File: src/rtl/wb_pkg.sv
// Shared constants and the entry record for the register write queue.
//   DEPTH  : default number of queue entries (power of two)
//   WIDTH  : default write-data width
//   IDX_W  : destination register index width (drives a 3-to-8 decoder)
//   CNT_W  : width of the occupancy count (holds 0..DEPTH)
//   entry_t: one queued write (index, data)
package wb_pkg;

    localparam int unsigned DEPTH = 4;
    localparam int unsigned WIDTH = 32;
    localparam int unsigned IDX_W = 3;
    localparam int unsigned CNT_W = 3;

    typedef struct packed {
        logic [IDX_W-1:0] index;
        logic [WIDTH-1:0] data;
    } entry_t;

endpackage

File: src/rtl/wb_queue_mem.sv
// Entry storage and read/write pointers for wb_write_queue.
// Ports:
//   clock, reset_n     : clock, asynchronous active-low reset (pointers only)
//   push, pop          : advance write / read pointer (callers gate these)
//   flush              : return both pointers to zero, overrides push/pop
//   wr_index, wr_data  : entry written at the write pointer on push
//   rd_index, rd_data  : current head entry (combinational read)
module wb_queue_mem
    import wb_pkg::*;
#(
    parameter int unsigned DEPTH = wb_pkg::DEPTH,
    parameter int unsigned WIDTH = wb_pkg::WIDTH
) (
    input  logic             clock,
    input  logic             reset_n,
    input  logic             push,
    input  logic             pop,
    input  logic             flush,
    input  logic [IDX_W-1:0] wr_index,
    input  logic [WIDTH-1:0] wr_data,
    output logic [IDX_W-1:0] rd_index,
    output logic [WIDTH-1:0] rd_data
);

    localparam int unsigned PTR_W = (DEPTH > 1) ? $clog2(DEPTH) : 1;

    logic [IDX_W+WIDTH-1:0] store [DEPTH];
    logic [PTR_W-1:0]       wr_ptr;
    logic [PTR_W-1:0]       rd_ptr;

    // Explicit wrap keeps the DEPTH=1 case correct where PTR_W exceeds log2.
    function automatic logic [PTR_W-1:0] next_ptr(input logic [PTR_W-1:0] p);
        return (p == PTR_W'(DEPTH - 1)) ? '0 : p + 1'b1;
    endfunction

    always_ff @(posedge clock or negedge reset_n) begin
        if (!reset_n) begin
            wr_ptr <= '0;
            rd_ptr <= '0;
        end else if (flush) begin
            wr_ptr <= '0;
            rd_ptr <= '0;
        end else begin
            if (push) wr_ptr <= next_ptr(wr_ptr);
            if (pop)  rd_ptr <= next_ptr(rd_ptr);
        end
    end

    // Storage contents are don't-care until written, so no reset here.
    always_ff @(posedge clock) begin
        if (push && !flush) store[wr_ptr] <= {wr_index, wr_data};
    end

    assign {rd_index, rd_data} = store[rd_ptr];

endmodule

File: src/rtl/wb_write_queue.sv
// Register-file write queue: buffers (index, data) write requests and drains
// them one per cycle onto a 3-to-8 decoder select/enable plus data bus.
// Ports:
//   clock, reset_n        : clock, asynchronous active-low reset
//   in_valid/in_ready     : request handshake; in_ready = count < DEPTH
//   in_index, in_data     : destination index (0 = discard) and write data
//   stall                 : holds the queue, no draining while high
//   flush                 : synchronous discard of queued and in-flight writes
//   out_sel0..2           : registered head index bits to decoder in0..in2
//   out_enable            : decoder enable, one cycle per drained write
//   out_data              : registered data accompanying out_enable
//   count                 : number of stored entries (0..DEPTH)
module wb_write_queue
    import wb_pkg::*;
#(
    parameter int unsigned DEPTH = wb_pkg::DEPTH,
    parameter int unsigned WIDTH = wb_pkg::WIDTH
) (
    input  logic             clock,
    input  logic             reset_n,
    input  logic             in_valid,
    output logic             in_ready,
    input  logic [IDX_W-1:0] in_index,
    input  logic [WIDTH-1:0] in_data,
    input  logic             stall,
    input  logic             flush,
    output logic             out_sel0,
    output logic             out_sel1,
    output logic             out_sel2,
    output logic             out_enable,
    output logic [WIDTH-1:0] out_data,
    output logic [CNT_W-1:0] count
);

    logic             push;
    logic             pop;
    logic [IDX_W-1:0] head_index;
    logic [WIDTH-1:0] head_data;
    logic [IDX_W-1:0] sel_q;

    // Ready depends on registered count only, so a full queue stays closed
    // even on an edge where it is also popping.
    assign in_ready = (32'(count) < DEPTH);

    // Index 0 completes the handshake but is never stored.
    assign push = in_valid && in_ready && !flush && (in_index != '0);
    assign pop  = (count != '0) && !stall && !flush;

    wb_queue_mem #(
        .DEPTH (DEPTH),
        .WIDTH (WIDTH)
    ) u_mem (
        .clock    (clock),
        .reset_n  (reset_n),
        .push     (push),
        .pop      (pop),
        .flush    (flush),
        .wr_index (in_index),
        .wr_data  (in_data),
        .rd_index (head_index),
        .rd_data  (head_data)
    );

    always_ff @(posedge clock or negedge reset_n) begin
        if (!reset_n) begin
            count <= '0;
        end else if (flush) begin
            count <= '0;
        end else begin
            case ({push, pop})
                2'b10:   count <= count + 1'b1;
                2'b01:   count <= count - 1'b1;
                default: count <= count;
            endcase
        end
    end

    // pop is already low under flush, so the enable pulse is suppressed too.
    always_ff @(posedge clock or negedge reset_n) begin
        if (!reset_n) begin
            out_enable <= 1'b0;
            sel_q      <= '0;
            out_data   <= '0;
        end else begin
            out_enable <= pop;
            if (pop) begin
                sel_q    <= head_index;
                out_data <= head_data;
            end
        end
    end

    assign out_sel0 = sel_q[0];
    assign out_sel1 = sel_q[1];
    assign out_sel2 = sel_q[2];

endmodule
File: config.mk
export PLATFORM = sky130hd
export DESIGN_NAME = wb_write_queue
export DESIGN_NICKNAME = d
export VERILOG_FILES = /design/src/rtl/wb_pkg.sv /design/src/rtl/wb_queue_mem.sv /design/src/rtl/wb_write_queue.sv
export SDC_FILE = /design/constraint.sdc
export NUM_CORES = 1
export LEC_CHECK = 0
export CAP_MARGIN = 20
export CORE_MARGIN = 10
export CORE_UTILIZATION = 50
export CTS_CLUSTER_SIZE = 14
export DETAILED_ROUTE_END_ITERATION = 8
export PLACE_DENSITY_LB_ADDON = 0.25
export RECOVER_POWER = 100
export SETUP_SLACK_MARGIN = 0.3
export SLEW_MARGIN = 20
export SYNTH_ARGS = -nofsm -noshare
export SYNTH_HDL_FRONTEND = slang
export SYNTH_SLANG_ARGS = --single-unit
File: constraint.sdc
create_clock -name clock -period 3 [get_ports clock]
set_input_delay 0.6 -clock clock [delete_from_list [all_inputs] [get_ports clock]]
set_output_delay 0.6 -clock clock [all_outputs]
set_load 0.03 [all_outputs]
==> results of run 1 <==
-- cell type report --
cell class	instances	area share, %
Clock buffer	24	5.85
Sequential cell	183	61.5
Tap cell	176	2.57
Antenna cell	1	0.0292
Inverter	4	0.175
Multi-Input combinational cell	109	17.2
Timing Repair Buffer	94	10.7
Clock inverter	8	1.92
-- worst max-delay path, cell delays in order --
cell             delay (ns)
clkdlybuf4s50_1        0.43
clkbuf_1               0.23
or3_2                  0.68
clkbuf_2               0.54
mux2_2                 0.46
-- cells by family (layout without fill, tap and decap cells) --
| logic type | count (synthesis) | in the layout | share of synthesized area, % |
|---|---|---|---|
| other | 0 | 1 | 0 |
| adder cells (fa/ha/maj) | 6 | 6 | 1.20 |
| XOR/XNOR | 1 | 1 | 0.128 |
| buffers and inverters | 18 | 130 | 1.53 |
| AND/OR/NAND/NOR | 21 | 21 | 1.73 |
| multiplexers | 73 | 73 | 17.7 |
| flip-flops | 183 | 183 | 77.0 |
| AO/OA/AOI/OAI | 8 | 8 | 0.675 |
-- synth_stat cells, types with 2 or more instances --
library cell and instances:
a21oi_1 2, and2_1 4, buf_2 6, buf_6 4, clkbuf_1 3, dfrtp_1 43
edfxtp_1 140, ha_1 5, inv_1 4, mux2_2 37, mux4_2 35, nand2_1 3
nand2b_1 2, nor2_1 4, o21ai_0 3
-- worst max path at each step --
stage / endpoint / slack [ns] / cells past startpoint
after floorplan: u_mem.store[0][0] / 0.42 / 3
after CTS: count[2] / 0.49 / 7
after global routing: out_data[1] / 0.18 / 2
final: out_data[30] / 0.34 / 5
after detailed placement: count[2] / 0.03 / 7
after global placement: count[2] / 0.14 / 7
-- sequential cells by signal (all words and copies together), names as in the netlist --
signal,flops
u_mem.store,140
out_data,32
count,3
sel_q,3
u_mem.rd_ptr,2
u_mem.wr_ptr,2
out_enable,1
-- layer usage --
metal / global-route usage, % / wire (um) / share of wire (%)
met3: 5.32 / 883 / 7.1
met4: 4.74 / 144 / 1.2
met5: 0 / 11 / 0.089
met1: 17.0 / 4940 / 40
met2: 23.3 / 6430 / 52
-- where the power goes --
group / total [W] / switching (W) / internal, W
registers: 0.00332 / 0.000227 / 0.00309
logic: 0.00197 / 0.00104 / 0.000940
clock network: 0.00244 / 0.000856 / 0.00159
-- placed cells by master, fill, tap and decap left out, types with 4 or more instances in the layout --
master,synthesis,layout
edfxtp_1,140,140
clkbuf_16,0,17
dfrtp_1,43,42
clkbuf_1,3,6
mux2_2,37,37
nor2_1,4,4
ha_1,5,5
buf_4,0,8
clkbuf_8,0,5
mux4_2,35,35
bufinv_16,0,5
dlygate4sd3_1,0,75
inv_1,4,4
-- through the flow --
step / instance area [um2] / hold slack, ns / instances
after CTS: 8610 / 0.258 / 598
after global routing: 8580 / 0.505 / 598
after global placement: 7940 / 0.486 / 566
after detailed placement: 7940 / 0.493 / 566
after floorplan: 6860 / 0.304 / 310
final: 8580 / 0.495 / 599
==> PnR_summary.wiki, run 1 <==
{| class="wikitable"
! Metric !! Value
|-
| Outcome || finished, violations left
|-
| Violations in the final reports || capacitance limit, slew limit
|-
| Worst setup slack after placement || 0.0317 ns
|-
| Total power divided by cell area || 901 mW/mm2
|-
| Avg Inst Size Synth || 22.1 um2
|-
| Startpoint of the lowest-slack register-to-register path || count[2]
|-
| Longest Clk Path Bufs || 2
|-
| Crit path arrival time || 2.96 ns
|-
| Number of flip-flops and latches in the synthesized netlist || between 150 and 200
|-
| Data required time of the critical path || 3.30 ns
|-
| Total via count in the routed design || 3250
|-
| Type of origin of the critical path || input pin
|-
| Routability-driven placement congestion ratio || 0.710
|-
| Number of detailed-routing iterations run before antenna repair || 4
|-
| Final Max Tran Viols || 28
|-
| Worst slew margin relative to its limit || -14.5%
|-
| Final period util || 88.8%
|-
| Die W || approximately 140 um
|-
| Global-route usage over all layers || between 10% and 20%
|-
| Area used by sequential logic in the layout || 0.00528 mm2
|-
| Post-CTS Setup Repair Bufs || 0
|-
| Peak VDD IR || 0.440 mV
|-
| Finished Core Util || 64.3%
|-
| Number of antenna violations at the first check in global routing || 1
|-
| Proportion of layout cells with a drive suffix above 1 || between 20 and 30%
|-
| Crit. End Element || flop
|-
| Post-synthesis cell type count || 30
|-
| Cell Area, Synth || around 0.007 mm2
|-
| Clk slew on worst S/H paths || 0.06 ns
|-
| Total Wirelength || 12400 um
|-
| Total core area || 0.0133 mm2
|-
| RSZ-0062 raised after global routing || false
|-
| Floorplan die height || 137 um
|-
| Reg2Reg Setup Slack || 0.68 ns
|-
| Classification of the worst setup path || in -> reg
|-
| Number of filler cells placed in the layout || 923
|-
| Effective utilization at floorplan || 51.4%
|-
| Total of endpoints with negative setup slack in the final report || 0
|-
| Sum of internal, switching and leakage power || 0.00773 W
|-
| Final Hold Viols || 0
|-
| Buffers on Ports || 79
|-
| Routed Antenna Nets || 0
|-
| Worst min-delay path category || reg -> reg
|-
| Hold-fix buffers, CTS || 0
|-
| Worst setup startpoint || flush
|-
| Die outline area || 0.0188 mm2
|-
| Largest net degree at the start of global routing || 29
|-
| Smallest setup slack after layout || 0.337 ns
|-
| Portion of the post-synthesis area used by sequential elements || 77.0%
|-
| DR vias/cell || 5.43
|-
| Cell count after synthesis || 310
|-
| Source of the worst hold timing path || out_data[13]
|-
| Area delta synth->final || 25.2%
|-
| Syn nets || around 360
|-
| Overflow left after global routing || 0
|-
| Initial DRC count || 147
|-
| Number of global-route vias before repair || 3506
|-
| Clock root cell || clkbuf_16
|-
| I/O pin count || 80
|-
| Htree depth || 4
|-
| Leakage dissipation || 3.01 nW
|-
| Worst Hold Path EP || out_data[13]
|-
| Number of max-cap violations || 1
|-
| Clock skew || about 0.0070 ns
|-
| Fraction of post-synthesis cell area in the top cell type by area || 61.3%
|-
| Worst skew pair latency || 0.42 ns
|-
| Count of unresolved DRC violations after routing || 0
|-
| Number of synthesized flops with an enable pin || 140
|-
| Number of rows created at floorplan || 42
|-
| Wire length of the first global-routing pass || 19700 um
|-
| Clock buffer count from CTS || 17
|-
| Multi-input gate area in the final layout || 0.00148 mm2
|-
| Maximum fanout count along the critical path || 28
|-
| Asr flop ratio synth || about a quarter
|-
| Endpoint of the worst-slack reg-to-reg timing path || out_data[30]
|-
| Most frequently used flop master after synthesis || edfxtp_1
|-
| Layout Nets || 455
|-
| CTS tree || yes
|-
| Warnings, synthesis || 0
|-
| Slew at the pin closest to its max-slew limit || 1.72 ns
|-
| Number of cells on the worst hold path || 1
|-
| Number of gates given a new drive strength after cts || 0
|-
| Detailed-route wire length per cell || ~21 um
|-
| Clock sink count || 183
|-
| Yosys top cell by area || edfxtp_1
|-
| Fmax || 376 MHz
|-
| Setup TNS || 0 ns
|-
| DP Wirelength || between 8000 and 9000 um
|-
| Leading cell types by total area after synthesis || edfxtp_1 (61%), dfrtp_1 (16%), mux4_2 (11%)
|-
| Number of cell instances on the worst register-to-register path || 4
|-
| Shortest period the worst path allows || approximately 2.7 ns
|}
(Power assumes the default switching activity.)
==> run 2, diff against run 1 <==
--- a/config.mk
+++ b/config.mk
@@ -7,7 +7,7 @@
 export LEC_CHECK = 0
 export CAP_MARGIN = 20
 export CORE_MARGIN = 10
-export CORE_UTILIZATION = 50
+export CORE_UTILIZATION = 30
 export CTS_CLUSTER_SIZE = 14
 export DETAILED_ROUTE_END_ITERATION = 8
 export PLACE_DENSITY_LB_ADDON = 0.25
==> PnR_summary.wiki, run 2 (synthesized netlist as in run 1, its figures left out) <==
{| class="wikitable"
! Metric !! Value
|-
| Number of rows created at floorplan || 55
|-
| Layout Nets || 456
|-
| Overflow left after global routing || 0
|-
| Smallest setup slack after layout || 0.436 ns
|-
| Proportion of layout cells with a drive suffix above 1 || 28.1%
|-
| Portion of total power attributed to combinational logic || 26.7%
|-
| Largest registers ranked by flip-flop count || u_mem.store (140), out_data (32)
|-
| Finished Core Util || 38.4%
|-
| Die W || 171 um
|-
| Total power divided by cell area || 867 mW/mm2
|-
| Leakage dissipation || 2.98 nW
|-
| Die outline area || 0.0293 mm2
|-
| Effective utilization at floorplan || 30.4%
|-
| Post-CTS Setup Repair Bufs || 0
|-
| Number of gates given a new drive strength after cts || 0
|-
| Crit-path max cell delay || 0.62 ns
|-
| CP max-delay cell || dlygate4sd3_1
|-
| Routed Antenna Nets || 0
|-
| Final Hold Viols || 0
|-
| Number of max-cap violations || 0
|-
| Number of global-route vias before repair || 3617
|-
| Sw Share || 30.4%
|-
| DR vias/cell || 4.56
|-
| Switch Pwr || 0.00228 W
|-
| Classification of the worst setup path || in -> reg
|-
| Slew at the pin closest to its max-slew limit || 1.17 ns
|-
| Total Wirelength || ~14000 um
|-
| Worst min-delay path category || in -> async
|-
| Htree depth || 4
|-
| Relative contribution of the clock network to total power || 29.6%
|-
| Peak VDD IR || 0.396 mV
|-
| Final antenna diode count || 0
|-
| Crit path arrival time || 2.65 ns
|-
| Number of antenna violations at the first check in global routing || 0
|-
| Wire length of the first global-routing pass || 21300 um
|-
| Total core area || 0.0226 mm2
|-
| Worst hold-check slack || 0.383 ns
|-
| Largest register by flop count || u_mem.store
|-
| RSZ-0062 raised after global routing || false
|-
| Data required time of the critical path || roughly 3.1 ns
|-
| Final Max Tran Viols || 0
|-
| Count of unresolved DRC violations after routing || 0
|-
| Detailed-route wire length per cell || 19.2 um
|-
| Clk slew on worst S/H paths || 0.07 ns
|-
| Type of origin of the critical path || input pin
|-
| Routability-driven placement congestion ratio || 0.675
|-
| Largest net degree at the start of global routing || 28
|-
| Number of flip-flops in the largest register || 140
|-
| Most frequent standard cell in the layout excluding fill and tap cells || edfxtp_1
|-
| Floorplan die height || 171 um
|-
| Clock sink count || 183
|-
| Area delta synth->final || 26.5%
|-
| Crit. End Element || flop
|-
| Clock skew || 0.00803 ns
|-
| Worst setup slack after placement || 0.0947 ns
|-
| Maximum fanout count along the critical path || 11
|-
| Buffers on Ports || 79
|-
| Outcome || finished clean
|-
| Hold-fix buffers, CTS || 0
|-
| Total via count in the routed design || 3226
|-
| Shortest period the worst path allows || roughly 2.6 ns
|-
| Internal Power || between 0.005 and 0.006 W
|-
| Number of detailed-routing iterations run before antenna repair || 4
|-
| I/O pin count || 80
|-
| CTS tree || yes
|-
| Worst skew pair latency || approximately 0.43 ns
|-
| Final period util || between 80% and 90%
|-
| Total of endpoints with negative setup slack in the final report || 0
|-
| Global-route usage over all layers || 9.91%
|-
| Highest-count cells in the layout ignoring fill and taps || edfxtp_1 (140), dlygate4sd3_1 (75), dfrtp_1 (42), mux2_2 (37), mux4_2 (35)
|-
| Setup TNS || 0 ns
|-
| Power share of the sequential group || between 40% and 50%
|-
| Clock root cell || clkbuf_16
|-
| Ordered list of cells on the worst path || dlygate4sd3_1, nor3_1, nor4b_1, clkbuf_1, and2_0, clkbuf_2
|-
| Initial DRC count || about 120
|-
| DP Wirelength || slightly below 9000 um
|-
| Longest Clk Path Bufs || 2
|-
| Fmax || 390 MHz
|-
| Sum of internal, switching and leakage power || 0.00752 W
|-
| Worst slew margin relative to its limit || 22.0%
|-
| Clock buffer count from CTS || 17
|}
run 2: final timing paths:
path	startpoint	to	slack [ns]	depth (start not counted)
max	in_index[2]	u_mem.store[1][30]	0.44	6
min	reset_n	out_data[10]	0.38	1
max reg2reg	count[2]	out_data[2]	0.44	4
min reg2reg	out_data[6]	out_data[6]	0.50	1
max in group asynchronous	reset_n	u_mem.rd_ptr[1]	1.14	2
min in group clock	out_data[6]	out_data[6]	0.50	1
run 2: final cells by class:
type | instances | area (um2)
clock inverters | 13 | 159
repair buffers | 95 | 950
well taps | 285 | 357
fillers | 2061 | 13900
flip-flops and latches | 183 | 5280
multi-input cells | 109 | 1470
inverters | 4 | 15.0
clock buffers | 19 | 443
run 2: power groups by stage:
stage	combinational [W]	sequential, W	clock [W]
after floorplan	0.000853	0.00381	0
after global placement	0.00216	0.00336	0
after detailed placement	0.00218	0.00337	0
after CTS	0.00218	0.00332	0.00230
after global routing	0.00216	0.00334	0.00242
final	0.00201	0.00329	0.00222
run 2: worst max-delay path: cells and delay by family:
kind / cells / cell delay [ns]
buffers and inverters: 3 / 1.38
and+or+nand+nor: 3 / 0.67
run 2: routing by layer:
layer | up-vias | track usage (%) | routed length, um
met3 | 16 | 2.73 | 544
met2 | 57 | 16.3 | 6980
met1 | 1698 | 12.0 | 5850
met4 | 0 | 4.20 | 232
li1 | 1455 | - | -
met5 | - | 0 | 0
run 2: metrics by stage:
step / std cells / cell area [um2]
after CTS: 708 / 8700
after floorplan: 310 / 6860
after global placement: 676 / 8100
final: 708 / 8670
after global routing: 708 / 8670
after detailed placement: 676 / 8100
